==> src/rtl/serial_add_pkg.sv <==
// Shared definitions for the bit-serial adder/subtractor sequencer:
// state encoding, width limit and counter-width helper.
package serial_add_pkg;

    typedef enum logic [1:0] {
        ST_IDLE = 2'd0,
        ST_RUN  = 2'd1,
        ST_DONE = 2'd2
    } state_t;

    localparam int WIDTH_MAX = 16;

    // Bit counter only has to reach WIDTH-1, so clog2(WIDTH) bits suffice.
    function automatic int CNT_W(input int width);
        return (width < 2) ? 1 : $clog2(width);
    endfunction

endpackage

==> src/rtl/full_adder_1b.sv <==
// Single-bit combinational full adder; the only arithmetic cell the
// serial sequencer uses.
module full_adder_1b (
    input  logic a,
    input  logic b,
    input  logic cin,
    output logic s,
    output logic cout
);

    assign s    = a ^ b ^ cin;
    assign cout = (a & b) | (a & cin) | (b & cin);

endmodule

==> src/rtl/serial_add_seq.sv <==
// Bit-serial add/subtract sequencer: accepts an operand pair, streams it
// LSB-first through one full adder, and returns sum, carry-out and overflow.
module serial_add_seq
    import serial_add_pkg::*;
#(
    parameter int WIDTH = 8
) (
    input  logic             clk,
    input  logic             rst_n,
    input  logic             in_valid,
    output logic             in_ready,
    input  logic [WIDTH-1:0] op_a,
    input  logic [WIDTH-1:0] op_b,
    input  logic             cin,
    input  logic             op_sub,
    output logic             out_valid,
    input  logic             out_ready,
    output logic [WIDTH-1:0] sum,
    output logic             cout,
    output logic             ovf,
    output logic             busy
);

    localparam int CW = CNT_W(WIDTH);
    localparam logic [CW-1:0] LAST_BIT = CW'(WIDTH - 1);

    state_t           r_state;
    logic [WIDTH-1:0] r_a;
    logic [WIDTH-1:0] r_b;
    logic [WIDTH-1:0] r_sum;
    logic [CW-1:0]    r_cnt;
    logic             r_carry;
    logic             r_cout;
    logic             r_ovf;
    logic             r_in_ready;
    logic             r_out_valid;
    logic             r_busy;

    logic w_s;
    logic w_c;
    logic w_accept;

    assign w_accept = (r_state == ST_IDLE) && in_valid && r_in_ready;

    full_adder_1b u_fa (
        .a    (r_a[0]),
        .b    (r_b[0]),
        .cin  (r_carry),
        .s    (w_s),
        .cout (w_c)
    );

    // Operand shift registers carry data only, so they need no reset.
    always_ff @(posedge clk) begin
        if (w_accept) begin
            r_a <= op_a;
            r_b <= op_b ^ {WIDTH{op_sub}};
        end else if (r_state == ST_RUN) begin
            r_a <= {1'b0, r_a[WIDTH-1:1]};
            r_b <= {1'b0, r_b[WIDTH-1:1]};
        end
    end

    always_ff @(posedge clk or negedge rst_n) begin
        if (!rst_n) begin
            r_state     <= ST_IDLE;
            r_sum       <= '0;
            r_cnt       <= '0;
            r_carry     <= 1'b0;
            r_cout      <= 1'b0;
            r_ovf       <= 1'b0;
            r_in_ready  <= 1'b1;
            r_out_valid <= 1'b0;
            r_busy      <= 1'b0;
        end else begin
            case (r_state)
                ST_IDLE: begin
                    if (w_accept) begin
                        r_state    <= ST_RUN;
                        r_sum      <= '0;
                        r_cnt      <= '0;
                        r_carry    <= op_sub ? 1'b1 : cin;
                        r_in_ready <= 1'b0;
                        r_busy     <= 1'b1;
                    end
                end
                ST_RUN: begin
                    r_sum   <= {w_s, r_sum[WIDTH-1:1]};
                    r_carry <= w_c;
                    if (r_cnt == LAST_BIT) begin
                        // r_carry here is the carry into the MSB.
                        r_cout      <= w_c;
                        r_ovf       <= r_carry ^ w_c;
                        r_out_valid <= 1'b1;
                        r_state     <= ST_DONE;
                    end else begin
                        r_cnt <= r_cnt + CW'(1);
                    end
                end
                ST_DONE: begin
                    if (out_ready) begin
                        r_out_valid <= 1'b0;
                        r_in_ready  <= 1'b1;
                        r_busy      <= 1'b0;
                        r_state     <= ST_IDLE;
                    end
                end
                default: begin
                    r_state     <= ST_IDLE;
                    r_in_ready  <= 1'b1;
                    r_out_valid <= 1'b0;
                    r_busy      <= 1'b0;
                end
            endcase
        end
    end

    assign in_ready  = r_in_ready;
    assign out_valid = r_out_valid;
    assign sum       = r_sum;
    assign cout      = r_cout;
    assign ovf       = r_ovf;
    assign busy      = r_busy;

endmodule

==> config.mk <==
export PLATFORM = sky130hd
export DESIGN_NAME = serial_add_seq
export DESIGN_NICKNAME = d
export VERILOG_FILES = /design/src/rtl/serial_add_pkg.sv /design/src/rtl/full_adder_1b.sv /design/src/rtl/serial_add_seq.sv
export SDC_FILE = /design/constraint.sdc
export NUM_CORES = 1
export LEC_CHECK = 0
export CAP_MARGIN = 20
export CORE_ASPECT_RATIO = 1.4
export CORE_MARGIN = 1.5
export CORE_UTILIZATION = 45
export CTS_CLUSTER_DIAMETER = 80
export DETAILED_ROUTE_END_ITERATION = 7
export PLACE_DENSITY = 0.83
export REMOVE_ABC_BUFFERS = 1
export SYNTH_ARGS = -nofsm -noshare
export SYNTH_HDL_FRONTEND = slang
export SYNTH_SLANG_ARGS = --single-unit
==> constraint.sdc <==
create_clock -name clk -period 1.8 [get_ports clk]
set_clock_uncertainty 0.2 [all_clocks]
set_input_delay 0.27 -clock clk [delete_from_list [all_inputs] [get_ports clk]]
set_output_delay 0.27 -clock clk [all_outputs]
set_load 0.01 [all_outputs]
=== Word-level counts from Yosys, hierarchy flattened ===
Index checks and enable logic that the tools add are counted.

* Register bits after elaboration: 35
* Bits of input ports: 22
* Logic and storage cells: 65

* Add/sub/neg operators: 1
* Equality and inequality tests: 7
* Muxes and demuxes: 24
* Bitwise gates (word level): 11
* Reductions and logical operators: 11

{| class="wikitable"
|+ Operator list
! operator !! count
|-
| $mux W8 || 5
|-
| $pmux W8 S2 || 1
|-
| $reduce_and A3 Y1 || 4
|-
| $pmux W1 S3 || 3
|-
| $xor A8 B8 Y8 || 1
|-
| $mux W1 || 7
|-
| $mux W2 || 3
|-
| $mux W3 || 2
|-
| $ne A2 B2 Y1 const B || 3
|-
| $pmux W2 S3 || 1
|-
| $pmux W3 S2 || 1
|-
| $reduce_and A2 Y1 || 2
|-
| $reduce_bool A2 Y1 || 2
|-
| $add A3 B1 Y3 const B || 1
|-
| $and A1 B1 Y1 || 3
|-
| $eq A3 B3 Y1 const B || 1
|-
| $xor A1 B1 Y1 || 3
|-
| $eq A2 B1 Y1 const B || 1
|-
| $eq A2 B2 Y1 const B || 1
|-
| $logic_and A1 B1 Y1 || 2
|-
| $logic_not A2 Y1 || 1
|-
| $ne A2 B1 Y1 const B || 1
|-
| $not A1 Y1 || 2
|-
| $or A1 B1 Y1 || 2
|-
| $pmux W1 S2 || 1
|}

=== Logic depth before layout (Yosys ltp) ===
Gate-level depths: netlist of the first run.

* Word-level depth: 5
* Mapped depth: 5

=== Modules after synthesis ===
A second synthesis of the first run with hierarchy kept.

* Cell total of the unflattened synthesis: 134
* Area total of the unflattened synthesis: 1,647.8 um^2

{| class="wikitable"
|+ By module, submodules not included
! module !! times used !! cells an instance !! area each (um^2) !! seq. area each (um^2)
|-
| serial_add_seq || 1 || 133 || 1,627.8 || 957.2
|-
| full_adder_1b || 1 || 1 || 20.0 || 0.0
|}

=== Worst setup path after synthesis of the first run ===
No wires, ideal clock.

* Kind: register to register
* Start point: register r_in_ready (netlist: in_ready)
* End point: register r_a[0], enable pin
* Arrival time: 1.159 ns
* Data required time: 1.227 ns
* Slack: 0.068 ns
* Stages on the path, launching flop included: 3
* Buffers on the path: 0
* Period minus slack after synthesis: 1.732 ns
* Path through: dfstp_2 > nand4bb_1 > nand2_1

* Word-level cells in the longest chain between the ends: 2

{| class="wikitable"
|+ Ends and longest elaborated chain
! element !! line !! text
|-
| from (decl) || serial_add_seq.sv:35 || <nowiki>logic r_in_ready;</nowiki>
|-
| from (signal assigned) || serial_add_seq.sv:72 || <nowiki>r_in_ready <= 1'b1;</nowiki>
|-
| from (signal assigned) || serial_add_seq.sv:83 || <nowiki>r_in_ready <= 1'b0;</nowiki>
|-
| from (signal assigned) || serial_add_seq.sv:103 || <nowiki>r_in_ready <= 1'b1;</nowiki>
|-
| $logic_and A1 B1 Y1 || serial_add_seq.sv:43 || <nowiki>assign w_accept = (r_state == ST_IDLE) && in_valid && r_in_ready;</nowiki>
|-
| $reduce_bool A2 Y1 (no line) || n/a ||
|-
| to (signal assigned) || serial_add_seq.sv:56 || <nowiki>r_a <= op_a;</nowiki>
|-
| to (signal assigned) || serial_add_seq.sv:59 || <nowiki>r_a <= {1'b0, r_a[WIDTH-1:1]};</nowiki>
|-
| to (decl) || serial_add_seq.sv:28 || <nowiki>logic [WIDTH-1:0] r_a;</nowiki>
|}

No other way between the ends.
A chain may end at the register's enable or synchronous reset.

=== Worst setup path after layout of the first run ===
* Start point: register r_cnt[0]
* End point: register r_cnt[0]

* Word-level cells in the longest chain between the ends: 3
* Elaborated cells on any way between the ends: 6
* Those cells by class: add/sub: 1; eq/ne: 2; mux: 2; reduce/logical: 1

{| class="wikitable"
|+ Ends and longest elaborated chain
! element !! line !! text
|-
| from (decl) || serial_add_seq.sv:31 || <nowiki>logic [CW-1:0] r_cnt;</nowiki>
|-
| from (signal assigned) || serial_add_seq.sv:97 || <nowiki>r_cnt <= r_cnt + CW'(1);</nowiki>
|-
| $add A3 B1 Y3 / $eq A3 B3 Y1 (equally long branches) || serial_add_seq.sv:97, serial_add_seq.sv:90 ||
|-
| $mux W3 / $ne A2 B2 Y1 (equally long branches) || n/a ||
|-
| $pmux W3 S2 / $reduce_and A3 Y1 (equally long branches) || n/a ||
|}

Parallel ways exist; a longest one is shown, timed or not. The select of a mux whose other input is x is not followed.

==> summary.txt, run 1 <==
==========================================================================================
Count of input and output buffers                                                       34
Number of buffers on the longest clock path                                              2
Setup repair after global routing missed its margin                                     no
Total track usage                                                                    0.199
Class of the most critical setup path                                         flop to flop
Static Leakage                                                                    0.935 nW
Congestion Overflow GR                                                                   0
Area of placed instances                                                         2030 um^2
Fill cell count                                                                        284
R2r setup slk                                                                      0.07 ns
Setup Buffers After CTS                                                                  0
Wire length of the first global-routing pass                                       5.45 mm
Total vias in the final route                                                         1193
Worst relative slew slack                                                            0.666
Minimum clock period after layout                                                  1.73 ns
Startpoint class of the critical path                                                 flop
RD Place Congestion                                                                  0.722
Number of maximum-capacitance violations                                                 0
Number of hold violations in the final report                                            0
Worst hold-check path type                                                    input pin to asynchronous set/reset pin
Arrival time of the worst setup path                                               1.71 ns
DRC violations left                                                                      0
CTS Root Buffer Type                                                          sky130_fd_sc_hd__clkbuf_8
Yosys warning total                                                                      0
Flip-flop and latch count after synthesis                                               35
Die Span X                                                                         53.2 um
Type of destination of the critical path                                              flop
Combinational family with the most area after synthesis                       simple AND/OR/NAND/NOR gates
CTS Buf Count                                                                            5
Antenna diode count                                                                      0
Most used flip-flop cell after synthesis                                      sky130_fd_sc_hd__dfrtp_1
H-tree lvl count                                                                         2
Mapped Area                                                                      1590 um^2
Final net count                                                                        215
Ranking of synthesized cells by area                                          sky130_fd_sc_hd__edfxtp_1, sky130_fd_sc_hd__dfrtp_1, sky130_fd_sc_hd__nand2_1
Maximum number of pins on one net before global-route repair                            32
Clock tree from TritonCTS                                                              yes
Number of vias per cell after detailed routing                                        5.16
Storage element area                                                              957 um^2
Number of global-route vias before repair                                             1215
Library cell with the largest summed area after synthesis                     sky130_fd_sc_hd__edfxtp_1
Routed WL per cell                                                                 13.9 um
Maximum vdd drop                                                                   1.03 mV
Final standard cell area without fillers                                         2110 um^2
Share of post-route cells with drive strength above 1                                0.110
Most used standard cell by instance count after synthesis                     sky130_fd_sc_hd__nand2_1
Mux share of post-synthesis cell area                                              0.00944
Overall power consumption                                                          2.94 mW
Area share of xor/xnor cells in the synthesized design                              0.0496
Clock edge transition at the registers on the reported setup and hold paths        0.06 ns
Clock network latency to the later pin of the worst-skew pair                      0.28 ns
Required time at the worst-slack endpoint                                          1.77 ns
Share of the synthesized area in the top cell type                                   0.302
Initial antenna violation count                                                          0
Final setup violating endpoints                                                          0
Compound-gate portion of the synthesized area                                       0.0740
Count of standard-cell rows                                                             25
Share of the clock period used by the worst path                                     0.963
Die Y-Extent                                                                       73.3 um
Post-route ant nets                                                                      0
Adder and majority cell fraction of the synthesized area                            0.0283
Synth cell count leaders                                                      sky130_fd_sc_hd__nand2_1, sky130_fd_sc_hd__dfrtp_1, sky130_fd_sc_hd__edfxtp_1, sky130_fd_sc_hd__o21ai_0
Routed wire length                                                                 3.20 mm
Initial drt markers                                                                     50
Total power density per cell area                                             1390 nW/um^2
Share of synthesized cell area in and, or, nand and nor gates                        0.195
Number of enable flip-flop cells after synthesis                                        16
Hpwl dp                                                                            2.43 mm
Upper clock frequency limit                                                        577 MHz
Total iterations of the first detailed-routing run                                       4
Crit path max fanout                                                                     4
Area overhead of the layout relative to synthesis                                    33.0%
Fin cells                                                                              231
I/O Pins                                                                                35
Fin Setup TNS                                                                         0 ns
Clock net sink count                                                                    35
Number of pins with negative max-slew slack in the final report                          0
Min Hold Slack                                                                   0.0800 ns
Sequential-to-total area share from yosys stat                                       0.602
Share of synthesized flip-flops with an asynchronous set or reset                    0.543
Outcome                                                                       finished clean
Core area                                                                        3380 um^2
Number of cells in the design after placement                                          223
Count of distinct cell types in the synthesized netlist                                 29
Gate Count Post-Synth                                                                  146
Effective utilization at floorplan                                                   0.471
Area used by multi-input combinational logic                                      569 um^2
Die area                                                                         3900 um^2
Average footprint of a synthesized cell                                          10.9 um^2
Actual transition at the worst max-transition pin                                 0.500 ns
==========================================================================================
[metrics by stage]
stage	setup slack, ns	util
5_1_grt	0.00277	0.626
6_report	0.0672	0.626
2_1_floorplan	-0.741	-
3_5_place_dp	-0.0667	0.602
4_1_cts	0.0543	0.625
3_3_place_gp	-0.0329	0.602
[registers in the layout (all words and copies together), names as in the netlist]
name       flops
busy           1
cout           1
in_ready       1
out_valid      1
ovf            1
r_a            8
r_b            8
r_carry        1
r_cnt          3
r_state        2
sum            8
[final timing paths]
path	startpoint	endpoint	cells after the start
worst max-delay path	r_cnt[0]$_DFFE_PN0P_	r_cnt[0]$_DFFE_PN0P_	5
worst min-delay path	rst_n	out_valid$_DFFE_PN0P_	1
worst max register to register	r_cnt[0]$_DFFE_PN0P_	r_cnt[0]$_DFFE_PN0P_	5
worst min register to register	ovf$_DFFE_PN0P_	ovf$_DFFE_PN0P_	2
max in group asynchronous	rst_n	sum[5]$_DFFE_PN0P_	2
min in group clk	ovf$_DFFE_PN0P_	ovf$_DFFE_PN0P_	2
[logic make-up after synthesis]
| kind of cell | Yosys count |
|---|---|
| buffers and inverters | 12 |
| DFF | 35 |
| xor gates and xnor gates | 9 |
| adders and majority gates | 3 |
| AOI/OAI and AO/OA | 20 |
| muxes | 1 |
| and+or+nand+nor | 66 |
[timing repair]
item                                    in CTS  in global routing
cloned                                       0                  0
endpoints found under the setup margin       1                  1
hold buffers                                 0                  0
gates resized for setup                      1                  1
pin swaps                                    0                  1
[placed cells by master, fill, tap and decap left out]
master / instances
sky130_fd_sc_hd__nand2_1: 47
sky130_fd_sc_hd__clkdlybuf4s50_1: 33
sky130_fd_sc_hd__dfrtp_1: 18
sky130_fd_sc_hd__edfxtp_1: 16
sky130_fd_sc_hd__o21ai_0: 13
sky130_fd_sc_hd__xnor2_1: 8
sky130_fd_sc_hd__nand3_1: 8
sky130_fd_sc_hd__buf_4: 8
sky130_fd_sc_hd__inv_1: 5
sky130_fd_sc_hd__clkbuf_8: 5
sky130_fd_sc_hd__nor2_1: 3
sky130_fd_sc_hd__clkbuf_1: 3
sky130_fd_sc_hd__a21oi_1: 2
sky130_fd_sc_hd__a22o_1: 2
sky130_fd_sc_hd__buf_12: 2
sky130_fd_sc_hd__nor4bb_4: 1
sky130_fd_sc_hd__nand4bb_1: 1
sky130_fd_sc_hd__or2b_1: 1
sky130_fd_sc_hd__o22a_1: 1
sky130_fd_sc_hd__nor2b_1: 1
sky130_fd_sc_hd__and2_1: 1
sky130_fd_sc_hd__nor3b_2: 1
sky130_fd_sc_hd__nor2_2: 1
sky130_fd_sc_hd__nand3b_1: 1
sky130_fd_sc_hd__o31ai_1: 1
sky130_fd_sc_hd__o221ai_1: 1
sky130_fd_sc_hd__xor2_1: 1
sky130_fd_sc_hd__mux2_4: 1
sky130_fd_sc_hd__fa_1: 1
sky130_fd_sc_hd__ha_1: 1
sky130_fd_sc_hd__ha_2: 1
sky130_fd_sc_hd__dfstp_2: 1
sky130_fd_sc_hd__dlygate4sd2_1: 1
[critical path, cell delays in order (launching register included)]
cell	delay, ns
sky130_fd_sc_hd__dfrtp_1	0.40
sky130_fd_sc_hd__ha_1	0.21
sky130_fd_sc_hd__ha_2	0.20
sky130_fd_sc_hd__nor3b_2	0.26
sky130_fd_sc_hd__nor2_2	0.09
sky130_fd_sc_hd__mux2_4	0.27
[layer usage]
layer | vias to the layer above | global-route usage | wire, um
met1 | 564 | 0.209 | 1220
met3 | 10 | 0.0427 | 133
met2 | 44 | 0.342 | 1730
met5 | - | 0 | 0
met4 | 0 | 0.137 | 110
li1 | 575 | - | -
[cell type report]
type | count | share of cell area
timing repair buffer | 44 | 0.208
sequential | 35 | 0.453
inverter | 5 | 0.00888
multi-input combinational | 99 | 0.269
clock buffer | 8 | 0.0379
tap | 40 | 0.0237
[where the power goes]
part / internal (mW) / switching [mW] / leakage, nW
logic: 0.559 / 0.511 / 0.509
registers: 1.18 / 0.161 / 0.386
clock network: 0.274 / 0.257 / 0.0395
total: 2.01 / 0.929 / 0.935
(Power assumes the default switching activity.)
==> inputs of run 2 (changes only) <==
- ABC_CLOCK_PERIOD_IN_PS: default -> 1800
==> results of run 2 <==
No change in the layout: final DEF, timing and power equal those of run 1.
